==> config.mk <==
export PLATFORM = sky130hd
export DESIGN_NAME = dma_zx_flat
export DESIGN_NICKNAME = d
export VERILOG_FILES = /design/src/rtl/dma_zx_if.sv /design/src/rtl/dma_zx.sv /design/src/flat_wrapper.sv
export SDC_FILE = /design/constraint.sdc
export NUM_CORES = 1
export LEC_CHECK = 0
export BUFFER_PORTS_ARGS = -buffer_cell sky130_fd_sc_hd__buf_2
export CORE_MARGIN = 2
export CORE_UTILIZATION = 55
export CTS_BUF_LIST = sky130_fd_sc_hd__clkbuf_8
export DETAILED_ROUTE_END_ITERATION = 12
export PLACE_DENSITY_LB_ADDON = 0.08
export SLEW_MARGIN = 30
export SYNTH_ARGS = -nofsm -noshare
export SYNTH_HDL_FRONTEND = slang
export SYNTH_SLANG_ARGS = --single-unit
==> constraint.sdc <==
create_clock -name cpu_clock -period 4.7 [get_ports cpu_clock]
set_input_delay 0.94 -clock cpu_clock [delete_from_list [all_inputs] [get_ports cpu_clock]]
set_output_delay 0.94 -clock cpu_clock [all_outputs]
set_load 0.02 [all_outputs]
==> src/rtl/dma_zx_if.sv <==
// Bus bundle for dma_zx: Z80 register window, ZX DMA strobes and the NGS memory port.
// master = the DMA block, slave = the environment driving the Z80 side and serving memory.
interface dma_zx_if;
    logic [7:0]  dma_din_modules;
    logic        dma_select_zx;
    logic        dma_wrstb;
    logic [1:0]  dma_regsel;
    logic [7:0]  dma_dout_zx;
    logic        zx_req;
    logic        zx_rnw;
    logic [7:0]  zx_wdata;
    logic [7:0]  zx_rdata;
    logic        mem_req;
    logic        mem_rnw;
    logic [20:0] mem_addr;
    logic [7:0]  mem_wd;
    logic [7:0]  mem_rd;
    logic        mem_ack;

    modport master (
        input  dma_din_modules, dma_select_zx, dma_wrstb, dma_regsel,
        input  zx_req, zx_rnw, zx_wdata, mem_rd, mem_ack,
        output dma_dout_zx, zx_rdata, mem_req, mem_rnw, mem_addr, mem_wd
    );

    modport slave (
        output dma_din_modules, dma_select_zx, dma_wrstb, dma_regsel,
        output zx_req, zx_rnw, zx_wdata, mem_rd, mem_ack,
        input  dma_dout_zx, zx_rdata, mem_req, mem_rnw, mem_addr, mem_wd
    );
endinterface

==> src/rtl/dma_zx.sv <==
// ZX-side DMA: 21-bit auto-incrementing address, ZX->GS write FIFO, one-byte GS->ZX prefetch.
// Define DMA_ZX_WRAP64K_EN to keep address increments inside the current 64K page.
module dma_zx #(
    parameter int FIFO_DEPTH = 4
) (
    input  logic     cpu_clock,
    input  logic     rst,
    dma_zx_if.master bus
);
    localparam int AW = $clog2(FIFO_DEPTH);

    typedef enum logic [1:0] {IDLE, WR, RD} state_t;

    state_t      r_state, w_state_nxt;
    logic [20:0] r_addr, w_addr_inc;
    logic        r_en, r_dir, r_ovr, r_rbuf_valid;
    logic [7:0]  r_fifo [FIFO_DEPTH];
    logic [AW:0] r_wptr, r_rptr;
    logic [7:0]  r_zx_rdata, r_mem_wd;
    logic        r_mem_req, r_mem_rnw;
    logic [20:0] r_mem_addr;

    logic        w_reg_wr, w_cst_wr, w_addr_wr;
    logic        w_zx_wr, w_zx_rd, w_push, w_drop;
    logic        w_pop, w_issue_rd, w_done, w_rd_take;
    logic        w_fifo_empty, w_fifo_full, w_busy;
    logic [7:0]  w_dout;

    assign w_reg_wr  = bus.dma_wrstb && bus.dma_select_zx;
    assign w_cst_wr  = w_reg_wr && (bus.dma_regsel == 2'd3);
    assign w_addr_wr = w_reg_wr && (bus.dma_regsel != 2'd3) && !r_en;

    assign w_zx_wr = bus.zx_req && !bus.zx_rnw && r_en && !r_dir;
    assign w_zx_rd = bus.zx_req && bus.zx_rnw && r_en && r_dir;

    assign w_fifo_empty = (r_wptr == r_rptr);
    assign w_fifo_full  = (r_wptr[AW] != r_rptr[AW]) && (r_wptr[AW-1:0] == r_rptr[AW-1:0]);
    assign w_push       = w_zx_wr && (!w_fifo_full || w_pop);
    assign w_drop       = w_zx_wr && w_fifo_full && !w_pop;
    assign w_busy       = (r_state != IDLE);

    // read data is only kept if the block is still enabled when the ack lands
    assign w_rd_take = w_done && (r_state == RD) && r_en;

`ifdef DMA_ZX_WRAP64K_EN
    assign w_addr_inc = {r_addr[20:16], r_addr[15:0] + 16'd1};
`else
    assign w_addr_inc = r_addr + 21'd1;
`endif

    always_ff @(posedge cpu_clock or posedge rst) begin
        if (rst) r_state <= IDLE;
        else     r_state <= w_state_nxt;
    end

    always_comb begin
        w_state_nxt = r_state;
        w_pop       = 1'b0;
        w_issue_rd  = 1'b0;
        w_done      = 1'b0;
        case (r_state)
            IDLE: begin
                if (r_en && !w_cst_wr) begin
                    if (!r_dir && !w_fifo_empty) begin
                        w_pop       = 1'b1;
                        w_state_nxt = WR;
                    end else if (r_dir && !r_rbuf_valid) begin
                        w_issue_rd  = 1'b1;
                        w_state_nxt = RD;
                    end
                end
            end
            WR, RD: begin
                if (bus.mem_ack) begin
                    w_done      = 1'b1;
                    w_state_nxt = IDLE;
                end
            end
            default: w_state_nxt = IDLE;
        endcase
    end

    always_ff @(posedge cpu_clock) begin
        if (w_push) r_fifo[r_wptr[AW-1:0]] <= bus.zx_wdata;
    end

    always_ff @(posedge cpu_clock or posedge rst) begin
        if (rst) begin
            r_addr       <= '0;
            r_en         <= 1'b0;
            r_dir        <= 1'b0;
            r_ovr        <= 1'b0;
            r_wptr       <= '0;
            r_rptr       <= '0;
            r_rbuf_valid <= 1'b0;
            r_zx_rdata   <= '0;
            r_mem_req    <= 1'b0;
            r_mem_rnw    <= 1'b0;
            r_mem_addr   <= '0;
            r_mem_wd     <= '0;
        end else begin
            if (w_addr_wr) begin
                case (bus.dma_regsel)
                    2'd0:    r_addr[20:16] <= bus.dma_din_modules[4:0];
                    2'd1:    r_addr[15:8]  <= bus.dma_din_modules;
                    default: r_addr[7:0]   <= bus.dma_din_modules;
                endcase
            end else if (w_done) begin
                r_addr <= w_addr_inc;
            end

            if (w_cst_wr) begin
                r_en  <= bus.dma_din_modules[7];
                r_dir <= bus.dma_din_modules[0];
            end

            if (w_drop || (w_zx_rd && !r_rbuf_valid)) r_ovr <= 1'b1;
            else if (w_cst_wr && bus.dma_din_modules[6]) r_ovr <= 1'b0;

            if (w_cst_wr) begin
                r_wptr <= '0;
                r_rptr <= '0;
            end else begin
                if (w_push) r_wptr <= r_wptr + {{AW{1'b0}}, 1'b1};
                if (w_pop)  r_rptr <= r_rptr + {{AW{1'b0}}, 1'b1};
            end

            if (w_cst_wr)                     r_rbuf_valid <= 1'b0;
            else if (w_rd_take)               r_rbuf_valid <= 1'b1;
            else if (w_zx_rd && r_rbuf_valid) r_rbuf_valid <= 1'b0;

            if (w_rd_take) r_zx_rdata <= bus.mem_rd;

            if (w_pop) begin
                r_mem_req  <= 1'b1;
                r_mem_rnw  <= 1'b0;
                r_mem_addr <= r_addr;
                r_mem_wd   <= r_fifo[r_rptr[AW-1:0]];
            end else if (w_issue_rd) begin
                r_mem_req  <= 1'b1;
                r_mem_rnw  <= 1'b1;
                r_mem_addr <= r_addr;
            end else if (w_done) begin
                r_mem_req  <= 1'b0;
            end
        end
    end

    always_comb begin
        w_dout = 8'h00;
        if (bus.dma_select_zx) begin
            case (bus.dma_regsel)
                2'd0:    w_dout = {3'b000, r_addr[20:16]};
                2'd1:    w_dout = r_addr[15:8];
                2'd2:    w_dout = r_addr[7:0];
                default: w_dout = {r_en, r_ovr, w_busy, w_fifo_empty, w_fifo_full, 2'b00, r_dir};
            endcase
        end
    end

    assign bus.dma_dout_zx = w_dout;
    assign bus.zx_rdata    = r_zx_rdata;
    assign bus.mem_req     = r_mem_req;
    assign bus.mem_rnw     = r_mem_rnw;
    assign bus.mem_addr    = r_mem_addr;
    assign bus.mem_wd      = r_mem_wd;
endmodule

==> src/flat_wrapper.sv <==
// flat-port wrapper written by rule: the top's interface ports become plain ports
module dma_zx_flat 
#(
    parameter int FIFO_DEPTH = 4
)
  (cpu_clock, rst, bus_dma_din_modules, bus_dma_select_zx, bus_dma_wrstb, bus_dma_regsel, bus_zx_req, bus_zx_rnw, bus_zx_wdata, bus_mem_rd, bus_mem_ack, bus_dma_dout_zx, bus_zx_rdata, bus_mem_req, bus_mem_rnw, bus_mem_addr, bus_mem_wd);
  dma_zx_if bus_i ();
  input  logic cpu_clock;
  input  logic rst;
  input wire logic [$bits(bus_i.dma_din_modules)-1:0] bus_dma_din_modules;
  input wire logic [$bits(bus_i.dma_select_zx)-1:0] bus_dma_select_zx;
  input wire logic [$bits(bus_i.dma_wrstb)-1:0] bus_dma_wrstb;
  input wire logic [$bits(bus_i.dma_regsel)-1:0] bus_dma_regsel;
  input wire logic [$bits(bus_i.zx_req)-1:0] bus_zx_req;
  input wire logic [$bits(bus_i.zx_rnw)-1:0] bus_zx_rnw;
  input wire logic [$bits(bus_i.zx_wdata)-1:0] bus_zx_wdata;
  input wire logic [$bits(bus_i.mem_rd)-1:0] bus_mem_rd;
  input wire logic [$bits(bus_i.mem_ack)-1:0] bus_mem_ack;
  output wire logic [$bits(bus_i.dma_dout_zx)-1:0] bus_dma_dout_zx;
  output wire logic [$bits(bus_i.zx_rdata)-1:0] bus_zx_rdata;
  output wire logic [$bits(bus_i.mem_req)-1:0] bus_mem_req;
  output wire logic [$bits(bus_i.mem_rnw)-1:0] bus_mem_rnw;
  output wire logic [$bits(bus_i.mem_addr)-1:0] bus_mem_addr;
  output wire logic [$bits(bus_i.mem_wd)-1:0] bus_mem_wd;
  assign bus_i.dma_din_modules = bus_dma_din_modules;
  assign bus_i.dma_select_zx = bus_dma_select_zx;
  assign bus_i.dma_wrstb = bus_dma_wrstb;
  assign bus_i.dma_regsel = bus_dma_regsel;
  assign bus_i.zx_req = bus_zx_req;
  assign bus_i.zx_rnw = bus_zx_rnw;
  assign bus_i.zx_wdata = bus_zx_wdata;
  assign bus_i.mem_rd = bus_mem_rd;
  assign bus_i.mem_ack = bus_mem_ack;
  assign bus_dma_dout_zx = bus_i.dma_dout_zx;
  assign bus_zx_rdata = bus_i.zx_rdata;
  assign bus_mem_req = bus_i.mem_req;
  assign bus_mem_rnw = bus_i.mem_rnw;
  assign bus_mem_addr = bus_i.mem_addr;
  assign bus_mem_wd = bus_i.mem_wd;
  dma_zx #(.FIFO_DEPTH(FIFO_DEPTH)) u_core (.cpu_clock(cpu_clock), .rst(rst), .bus(bus_i));
endmodule
==> key figures <==
Detailed routing
  • Drt via density: 5.97
  • DRT Wirelength: 11300 µm
  • First drt pass iteration count: 5
  • WL/cell: 19.0 µm
  • Vias: roughly 3600
  • Starting DRC count in detailed routing: approximately 270
  • Antenna-violating nets left: 0
  • Remaining DRCs: 0

Placement
  • Port Buf Inserts: 79
  • DP Wirelength: 8130 µm
  • Placed cell areas: 5450 µm²
  • Final GP Congestion: 0.905

Floorplan
  • I/O pins: 80
  • Core area: 8810 µm²
  • Starting Density: 57.0%
  • Die area: 9910 µm²
  • Die width: between 90 and 100 µm
  • Die Y: roughly 100 µm
  • Num rows: 34

GRT
  • Overflow after GRT: 0
  • Pin count of the biggest net entering global routing: 52
  • Antenna violations before repair: 0
  • Vias in the first global route: 3563
  • Total Routing Usage GR: 24.3%
  • Global-route wire length before repair: between 15000 and 20000 µm

Worst setup path
  • Crit-path max cell delay: between 0.7 and 0.8 ns
  • Data arrival time of the worst path: 2.42 ns
  • Family with the most delay on the worst path: flip-flops
  • Critical path class: reg2out
  • Critical Path End Type: output pin
  • Startpoint Class: flip-flop
  • Worst-path cell chain: xnor2_1 -> and3_1 -> mux4_2 -> and2_1 -> buf_2
  • Worst Path Required: about 3.8 ns
  • Slowest CP cell: dfrtp_1
  • CP Buf/Inv Count: 1
  • Crit-path max FO: 12

Clock tree
  • CTS tree: built
  • Clk slew on worst S/H paths: approximately 0.090 ns
  • Post-CTS Setup Inserts: 0
  • Num Clock Sinks: 104
  • Post-CTS sizing: 0
  • CTS root buffer: clkbuf_8
  • Clk_lat worst skew: roughly 0.37 ns
  • Hold buffer count at CTS: 0
  • CTS buffer count: 9
  • Clock Tree Buf Depth: 2
  • H-tree Lvls: 3

Synthesis
  • Most common flop cell mapped by yosys: dfrtp_1
  • Synth Warn #: 0
  • Syn avg cell area: 12.3 µm²
  • Post-synthesis instance area: 5020 µm²
  • Syn_nets: 451
  • Synth Instances: about 400
  • Synth Register Bits: 104
  • Number of flops mapped to enable cells by yosys: 32
  • Seq/Total Area, Yosys: a little over half
  • Post-synth cell types: between 60 and 70
  • FFs w/ async S/R, synth: about 69%

Final layout
  • Fill cells: 730
  • Fin area: 5670 µm²
  • Diode count: 0
  • Fraction of layout cells with a size suffix above 1: about 29%
  • P&R area growth vs syn: 12.9%
  • Layout Utilization: about 64%
  • Multi-input gate area: 2090 µm²
  • Storage element area: 2760 µm²
  • Layout Nets: 524

STA
  • Tcrit/Tclk final: 71.4%
  • Fin Clk Skew: between 0.015 and 0.02 ns
  • Slew Viols, Final: 0
  • Setup tns final: 0 ns
  • Final setup vio count: 0
  • Fmax: between 0.2 and 0.3 GHz
  • Worst slew margin: 50.5%
  • Slew at the pin closest to its max-slew limit: between 0.7 and 0.8 ns
  • Final hold violation count: 0
  • RSZ-0062 raised after global routing: no
  • Tmin final: 3.36 ns

Hold path
  • Tightest Hold Check Type: reg2reg

Pwr
  • Leak: 2.49 nW
  • Design Power: between 3 and 4 mW
  • VDD IR max: approximately 0.36 mV
  • PwrDens: 599 nW/µm²

Flow run
  • Max-cap violations: 0

Status
  • Outcome: complete, no violations
-- power breakdown --
part / switching [mW] / internal (mW) / total (mW)
Sequential: 0.284 / 1.22 / 1.50
Clock: 0.329 / 0.259 / 0.588
Combinational: 0.751 / 0.561 / 1.31
-- stage by stage --
step	setup slack [ns]	hold slack [ns]	instances
floorplan	1.78	0.454	410
global placement	1.59	0.457	580
detailed placement	1.57	0.466	580
CTS	1.29	0.489	596
global route	1.14	0.509	596
finish	1.34	0.484	596
-- cell families after synthesis --
group	share of synthesized area, %
DFF	55.0
xor gates and xnor gates	1.20
and+or+nand+nor	12.8
buffers and inverters	3.51
AOI/OAI and AO/OA	10.8
muxes	14.7
adders and majority gates	1.99
-- synth_stat cells (3+ instances only) --
library cell / n / area [µm²]
dfrtp_1: 72 / 1800
nand2_1: 39 / 146
edfxtp_1: 32 / 961
nor2_1: 24 / 90.1
mux2_1: 19 / 214
mux2_2: 18 / 203
o21ai_0: 18 / 90.1
a21oi_1: 17 / 85.1
inv_1: 15 / 56.3
nand3_1: 15 / 75.1
mux4_2: 10 / 225
and3_1: 9 / 56.3
buf_2: 9 / 45.0
ha_1: 8 / 100
mux2i_1: 7 / 70.1
nand4_1: 7 / 43.8
and2_1: 6 / 37.5
nor3_1: 6 / 30.0
buf_4: 5 / 37.5
o22ai_1: 5 / 31.3
a21oi_2: 4 / 35.0
nor2b_1: 4 / 25.0
xnor2_1: 4 / 35.0
clkbuf_1: 3 / 11.3
o211ai_1: 3 / 22.5
-- worst register-to-register path, stage by stage, from the launching register on --
cell and delay, ns:
dfrtp_1 0.75, xnor2_1 0.24, nand3b_2 0.19, o21ai_1 0.09, a21oi_2 0.12, buf_4 0.32, mux2_1 0.37
-- area by class of cell --
class	instances	share of cell area, %
inverters	16	1.06
clock buffers	9	2.18
clock inverters	7	1.54
well taps	108	2.38
multi-input cells	271	36.9
flip-flops and latches	104	48.7
repair buffers	81	7.24
-- metal layers --
metal,routed length [µm],share of wire [%],track usage [%],up-vias
met3,666,5.9,5.13,11
met4,134,1.2,6.74,0
met2,5110,45,36.9,128
met1,5380,48,35.8,1755
li1,-,-,-,1664
met5,0,0,0,-
-- registers in the layout, indices dropped and copies added (netlist names), 2 cells and up --
| name | cells |
|---|---|
| u_core.r_addr | 21 |
| u_core.bus.mem_wd | 8 |
| u_core.r_fifo | 32 |
| u_core.r_wptr | 3 |
| u_core.bus.mem_addr | 21 |
| u_core.r_rptr | 3 |
| u_core.r_state | 2 |
| u_core.bus.zx_rdata | 8 |
-- cells in the final DEF, fill, tap and decap left out, types with 10 or more instances in the layout --
cell      instances
inv_1            14
mux2_1           19
dfrtp_1          72
nor2_1           24
a21oi_1          17
o21ai_0          18
nand2_1          39
edfxtp_1         32
mux2_2           18
mux4_2           10
buf_2            79
nand3_1          15
-- final timing paths --
path / from / to / slack, ns / depth (start not counted)
max: u_core.r_rptr[0]$_DFFE_PP0P_ / bus_dma_dout_zx[3] / 1.34 / 5
min: u_core.bus.mem_addr[7]$_DFFE_PP0P_ / u_core.bus.mem_addr[7]$_DFFE_PP0P_ / 0.48 / 1
max reg2reg: u_core.r_rptr[0]$_DFFE_PP0P_ / u_core.bus.mem_addr[14]$_DFFE_PP0P_ / 2.51 / 6
min reg2reg: u_core.bus.mem_addr[7]$_DFFE_PP0P_ / u_core.bus.mem_addr[7]$_DFFE_PP0P_ / 0.48 / 1
max in group asynchronous: rst / u_core.bus.mem_addr[8]$_DFFE_PP0P_ / 3.09 / 3
min in group asynchronous: rst / u_core.bus.zx_rdata[5]$_DFFE_PP0P_ / 0.57 / 2
Power figures use the tool's default switching activity.
